===== src/rtl/fetch_unit_if.sv =====
// Instruction-memory read channel between the fetch unit and instruction memory.
// The fetch unit is the master: it raises imem_req with a stable address and
// waits for imem_ack, which carries imem_data in the same cycle.
interface fetch_unit_if #(
    parameter int AW = 8
);
    logic          imem_req;
    logic [AW-1:0] imem_addr;
    logic          imem_ack;
    logic [15:0]   imem_data;

    modport master (
        output imem_req,
        output imem_addr,
        input  imem_ack,
        input  imem_data
    );

    modport slave (
        input  imem_req,
        input  imem_addr,
        output imem_ack,
        output imem_data
    );
endinterface


===== src/rtl/fetch_unit.sv =====
// Instruction fetch / program-counter stage. Fetches one 16-bit instruction
// per visit to FETCH, presents its fields during EXEC and, when the
// instruction commits, selects the next PC: increment, conditional
// PC-relative branch on Z or N, or register jump.
module fetch_unit #(
    parameter int          AW       = 8,
    parameter logic [AW-1:0] RESET_PC = '0
) (
    input  logic          clk,
    input  logic          rst_n,
    fetch_unit_if.master  imem,
    output logic [6:0]    opcode,
    output logic [2:0]    dr,
    output logic [2:0]    sa,
    output logic [2:0]    sb,
    output logic          valid,
    output logic [AW-1:0] pc,
    input  logic          pl,
    input  logic          jb,
    input  logic          bc,
    input  logic          flag_z,
    input  logic          flag_n,
    input  logic [AW-1:0] jump_target,
    input  logic          stall
);

    typedef enum logic [1:0] {
        S_IDLE  = 2'd0,
        S_FETCH = 2'd1,
        S_EXEC  = 2'd2
    } state_t;

    state_t        state_q, state_d;
    logic [AW-1:0] pc_q, pc_d;
    logic [15:0]   ir_q, ir_d;

    logic [5:0]    ad;
    logic [AW-1:0] ad_se;
    logic [AW-1:0] pc_inc;
    logic [AW-1:0] pc_branch;
    logic [AW-1:0] next_pc;
    logic          branch_taken;

    // Branch displacement {dr,sb} comes straight from the IR, so it is stable
    // for the whole EXEC phase; the signed cast sign-extends to AW bits.
    assign ad        = {ir_q[8:6], ir_q[2:0]};
    assign ad_se     = AW'($signed(ad));
    assign pc_inc    = pc_q + AW'(1);
    assign pc_branch = pc_q + ad_se;

    // Next-PC selection; all sums wrap modulo 2^AW by construction.
    always_comb begin
        branch_taken = 1'b0;
        next_pc      = pc_inc;
        if (pl) begin
            if (jb) begin
                next_pc = jump_target;
            end else begin
                branch_taken = bc ? flag_n : flag_z;
                next_pc      = branch_taken ? pc_branch : pc_inc;
            end
        end
    end

    // State, PC and IR registers; reset also kills any outstanding read.
    always_ff @(posedge clk or negedge rst_n) begin
        if (!rst_n) begin
            state_q <= S_IDLE;
            pc_q    <= RESET_PC;
            ir_q    <= 16'h0000;
        end else begin
            state_q <= state_d;
            pc_q    <= pc_d;
            ir_q    <= ir_d;
        end
    end

    // Next-state and handshake/valid outputs; stall and ack are only looked
    // at in the states where they mean something.
    always_comb begin
        state_d       = state_q;
        pc_d          = pc_q;
        ir_d          = ir_q;
        imem.imem_req = 1'b0;
        valid         = 1'b0;
        case (state_q)
            S_IDLE: begin
                state_d = S_FETCH;
            end
            S_FETCH: begin
                imem.imem_req = 1'b1;
                if (imem.imem_ack) begin
                    ir_d    = imem.imem_data;
                    state_d = S_EXEC;
                end
            end
            S_EXEC: begin
                valid = 1'b1;
                if (!stall) begin
                    pc_d    = next_pc;
                    state_d = S_FETCH;
                end
            end
            default: begin
                state_d = S_IDLE;
            end
        endcase
    end

    // The address only changes on commit, so it is stable across ack waits.
    assign imem.imem_addr = pc_q;
    assign pc             = pc_q;
    assign opcode         = ir_q[15:9];
    assign dr             = ir_q[8:6];
    assign sa             = ir_q[5:3];
    assign sb             = ir_q[2:0];

endmodule


===== src/flat_wrapper.sv =====
// flat-port wrapper written by rule: the top's interface ports become plain ports
module fetch_unit_flat 
#(
    parameter int          AW       = 8,
    parameter logic [AW-1:0] RESET_PC = '0
)
  (clk, rst_n, opcode, dr, sa, sb, valid, pc, pl, jb, bc, flag_z, flag_n, jump_target, stall, imem_imem_req, imem_imem_addr, imem_imem_ack, imem_imem_data);
  fetch_unit_if #(.AW(AW)) imem_i ();
  input  logic clk;
  input  logic rst_n;
  output logic [6:0] opcode;
  output logic [2:0] dr;
  output logic [2:0] sa;
  output logic [2:0] sb;
  output logic valid;
  output logic [AW-1:0] pc;
  input  logic pl;
  input  logic jb;
  input  logic bc;
  input  logic flag_z;
  input  logic flag_n;
  input  logic [AW-1:0] jump_target;
  input  logic stall;
  output wire logic [$bits(imem_i.imem_req)-1:0] imem_imem_req;
  output wire logic [$bits(imem_i.imem_addr)-1:0] imem_imem_addr;
  input wire logic [$bits(imem_i.imem_ack)-1:0] imem_imem_ack;
  input wire logic [$bits(imem_i.imem_data)-1:0] imem_imem_data;
  assign imem_imem_req = imem_i.imem_req;
  assign imem_imem_addr = imem_i.imem_addr;
  assign imem_i.imem_ack = imem_imem_ack;
  assign imem_i.imem_data = imem_imem_data;
  fetch_unit #(.AW(AW), .RESET_PC(RESET_PC)) u_core (.clk(clk), .rst_n(rst_n), .imem(imem_i), .opcode(opcode), .dr(dr), .sa(sa), .sb(sb), .valid(valid), .pc(pc), .pl(pl), .jb(jb), .bc(bc), .flag_z(flag_z), .flag_n(flag_n), .jump_target(jump_target), .stall(stall));
endmodule

===== config.mk =====
export PLATFORM = sky130hd
export DESIGN_NAME = fetch_unit_flat
export DESIGN_NICKNAME = d
export VERILOG_FILES = /design/src/rtl/fetch_unit_if.sv /design/src/rtl/fetch_unit.sv /design/src/flat_wrapper.sv
export SDC_FILE = /design/constraint.sdc
export NUM_CORES = 1
export LEC_CHECK = 0
export CAP_MARGIN = 10
export CELL_PAD_IN_SITES_DETAIL_PLACEMENT = 1
export CELL_PAD_IN_SITES_GLOBAL_PLACEMENT = 1
export CORE_MARGIN = 2
export CORE_UTILIZATION = 35
export DETAILED_ROUTE_END_ITERATION = 10
export GPL_ROUTABILITY_DRIVEN = 1
export PLACE_DENSITY = 0.93
export SETUP_SLACK_MARGIN = 0.3
export SKIP_CTS_REPAIR_TIMING = 1
export SLEW_MARGIN = 20
export SYNTH_ARGS = -nofsm -noshare
export SYNTH_HDL_FRONTEND = slang
export SYNTH_SLANG_ARGS = --single-unit

===== constraint.sdc =====
create_clock -name clk -period 2.99 [get_ports clk]
set_input_delay 0.598 -clock clk [delete_from_list [all_inputs] [get_ports clk]]
set_output_delay 0.598 -clock clk [all_outputs]
set_load 0.1 [all_outputs]

==> results.toml <==
[layout]
drive_gt1_share_pct = 26.8
insertedDiodeCount = 0
final_cell_mix = "buf_4 (36), clkdlybuf4s50_1 (32), dfrtp_1 (26), mux2_2 (17)"
area_growth_pct = 36.4
final_common_cell = "buf_4"
nFillCells = 561
fin_nets = 278

[sta]
max_freq_mhz = 465
rsz0062_at_grt = "no"
fin_crit_sh_pct = 71.9
final-max-slew-violation-count = 0
setup_viol = 0
clock_skew_ps = 4.38
fin_setup_tns_ps = 0
hold_viol = 0
min_period_ps = 2150
slew_headroom_pct = 63.5
worstMarginPinSlew_ps = 546
final.setup.worst_slack_ps = 841

[die]
core-area_um2 = 4750
start_util_pct = 36.4
die_y_um = 74.4
die_w_um = 74.4
num_rows = 25
ios = 67
die_area_um2 = 5530

[synth]
syn_nets = 217
synth_largest_area_cell = "dfrtp_1"
synthArstFlopShare_pct = 100
synth_cell_types = 44
synth_top_area_share_pct = 37.5
netlist_instances = 175
synth-warning-count = 0
yosysSeqAreaShare_pct = 37.5
syn_avg_cell_area_um2 = 9.90
synth_edf_count = 0
synthTopCellsByArea = "dfrtp_1 (38%), mux2_2 (11%), ha_1 (5.8%), buf_4 (3.5%), a21oi_1 (3.2%)"
synthFlopType = "dfrtp_1"
syn-cell-area_um2 = 1730
synth_seq_cells = 26

[min_path]
min_path_type = "flop to flop"
hold_start = "u_core.ir_q[11]"

[clock_network]
cts_tree = "yes"
clkSinkCount = 26
clk_latency_ps = 280
clkTransAtPathRegs_ps = 100
cts_buffer_depth = 2
cts-htree-levels = 1
cts-root-buf = "clkbuf_8"
cts_buffers = 3

[worst_setup_path]
crit_path_end_kind = "flop"
worstReg2RegEnd = "u_core.imem.imem_addr[6]"
crit_path_start_kind = "flop"
ff2ff_path_depth = 8
worstReg2RegStart = "u_core.imem.imem_addr[0]"
cp.required_ps = 3210
path_class = "flop to flop"
worstSetupEndpoint = "u_core.imem.imem_addr[6]"
path_max_fanout = 9
reg2reg_slack_ps = 840
critical_path.startpoint = "u_core.imem.imem_addr[0]"
worstPathArrival_ps = 2370

[global_route]
grt_overflow_total = 0
grt_pass1_vias = 1628
grt_max_degree = 27
antenna_found_initial = 0
grt_usage_pct = 17.9
grt_pass1_wl_um = 7660

[place]
port_buffers = 66
dp_hpwl_um = 3660
place_congestion = 0.796
place_ws_ps = 730

[routing]
routed_via_density = 5.15
vias = 1556
route.detailed.drc = 0
wl_per_cell_um = 15.5
initialDrtViolationCount = 70
drt_pass1_iterations = 4
wirelength_um = 4680
postRouteAntennaNets = 0

[outcome]
outcome = "finished, final reports clean"

[run]
drv_cap = 0
[metal layers]
metal  vias up  part of all wire, %  track usage, %
li1        753                    -               -
met1       745                   45            23.9
met2        53                   49            30.6
met3         5                  5.2            2.85
met4         0                 0.96            4.17
met5         -                    0               0
[synth_stat cells (all sizes together) (2+ instances only)]
library cell	n
nand3	5
and2	2
dfrtp	26
a21o	3
nor2b	4
o21a	5
mux2	18
xor2	6
ha	8
nor2	11
a211o	2
o22ai	3
a22oi	2
buf	11
nand2	13
a21oi	11
nor3	5
a31oi	6
mux2i	2
inv	4
o21ai	11
[kinds of logic (layout without fill, tap and decap cells)]
family                     count (synthesis)  after routing  share of synthesized area (%)
and+or+nand+nor                           46             46                           13.4
AOI/OAI and AO/OA                         51             51                           18.8
buffers and inverters                     16             76                           6.71
xor gates and xnor gates                   7              7                           3.54
adders and majority gates                  9              9                           6.93
muxes                                     20             20                           13.1
DFF                                       26             26                           37.5
[metrics by stage]
stage / hold slack (ps) / instance area, µm² / cells / utilization (%)
2_1_floorplan: 302 / 1740 / 175 / -
3_3_place_gp: 488 / 2310 / 298 / 48.6
3_5_place_dp: 498 / 2310 / 298 / 48.6
4_1_cts: 522 / 2360 / 302 / 49.7
5_1_grt: 542 / 2360 / 302 / 49.7
6_report: 519 / 2360 / 302 / 49.7
[worst max-delay path: stages (launching register included)]
cell	delay [ps]
dfrtp_1	510
ha_1	250
inv_1	70
fa_1	410
nor2b_1	170
o31a_1	200
mux2i_1	220
a32oi_1	120
a21oi_1	140
[flip-flops by register name (all words and copies together) (netlist names)]
register,flops
u_core.ir_q,16
u_core.state_q,2
u_core.imem.imem_addr,8
[cell type report]
| cell class | count | area (µm²) | share of cell area, % |
|---|---|---|---|
| inverter | 4 | 15.0 | 0.635 |
| sequential | 26 | 651 | 27.5 |
| timing repair buffer | 68 | 591 | 25.0 |
| clock buffer | 4 | 55.1 | 2.33 |
| multi-input combinational | 133 | 968 | 41.0 |
| tap | 67 | 83.8 | 3.55 |
[worst min path at each step]
stage	slack (ps)	end	cells past startpoint
2_1_floorplan	300	u_core.imem.imem_addr[0]	0
3_3_place_gp	490	u_core.ir_q[9]	1
3_5_place_dp	500	u_core.ir_q[11]	1
4_1_cts	520	u_core.ir_q[11]	1
5_1_grt	540	u_core.ir_q[15]	1
6_report	520	u_core.ir_q[11]	1
Power is left out: the tool's default activity adds up to more than one toggle a clock period on the data nets, which glitch-free logic cannot reach.
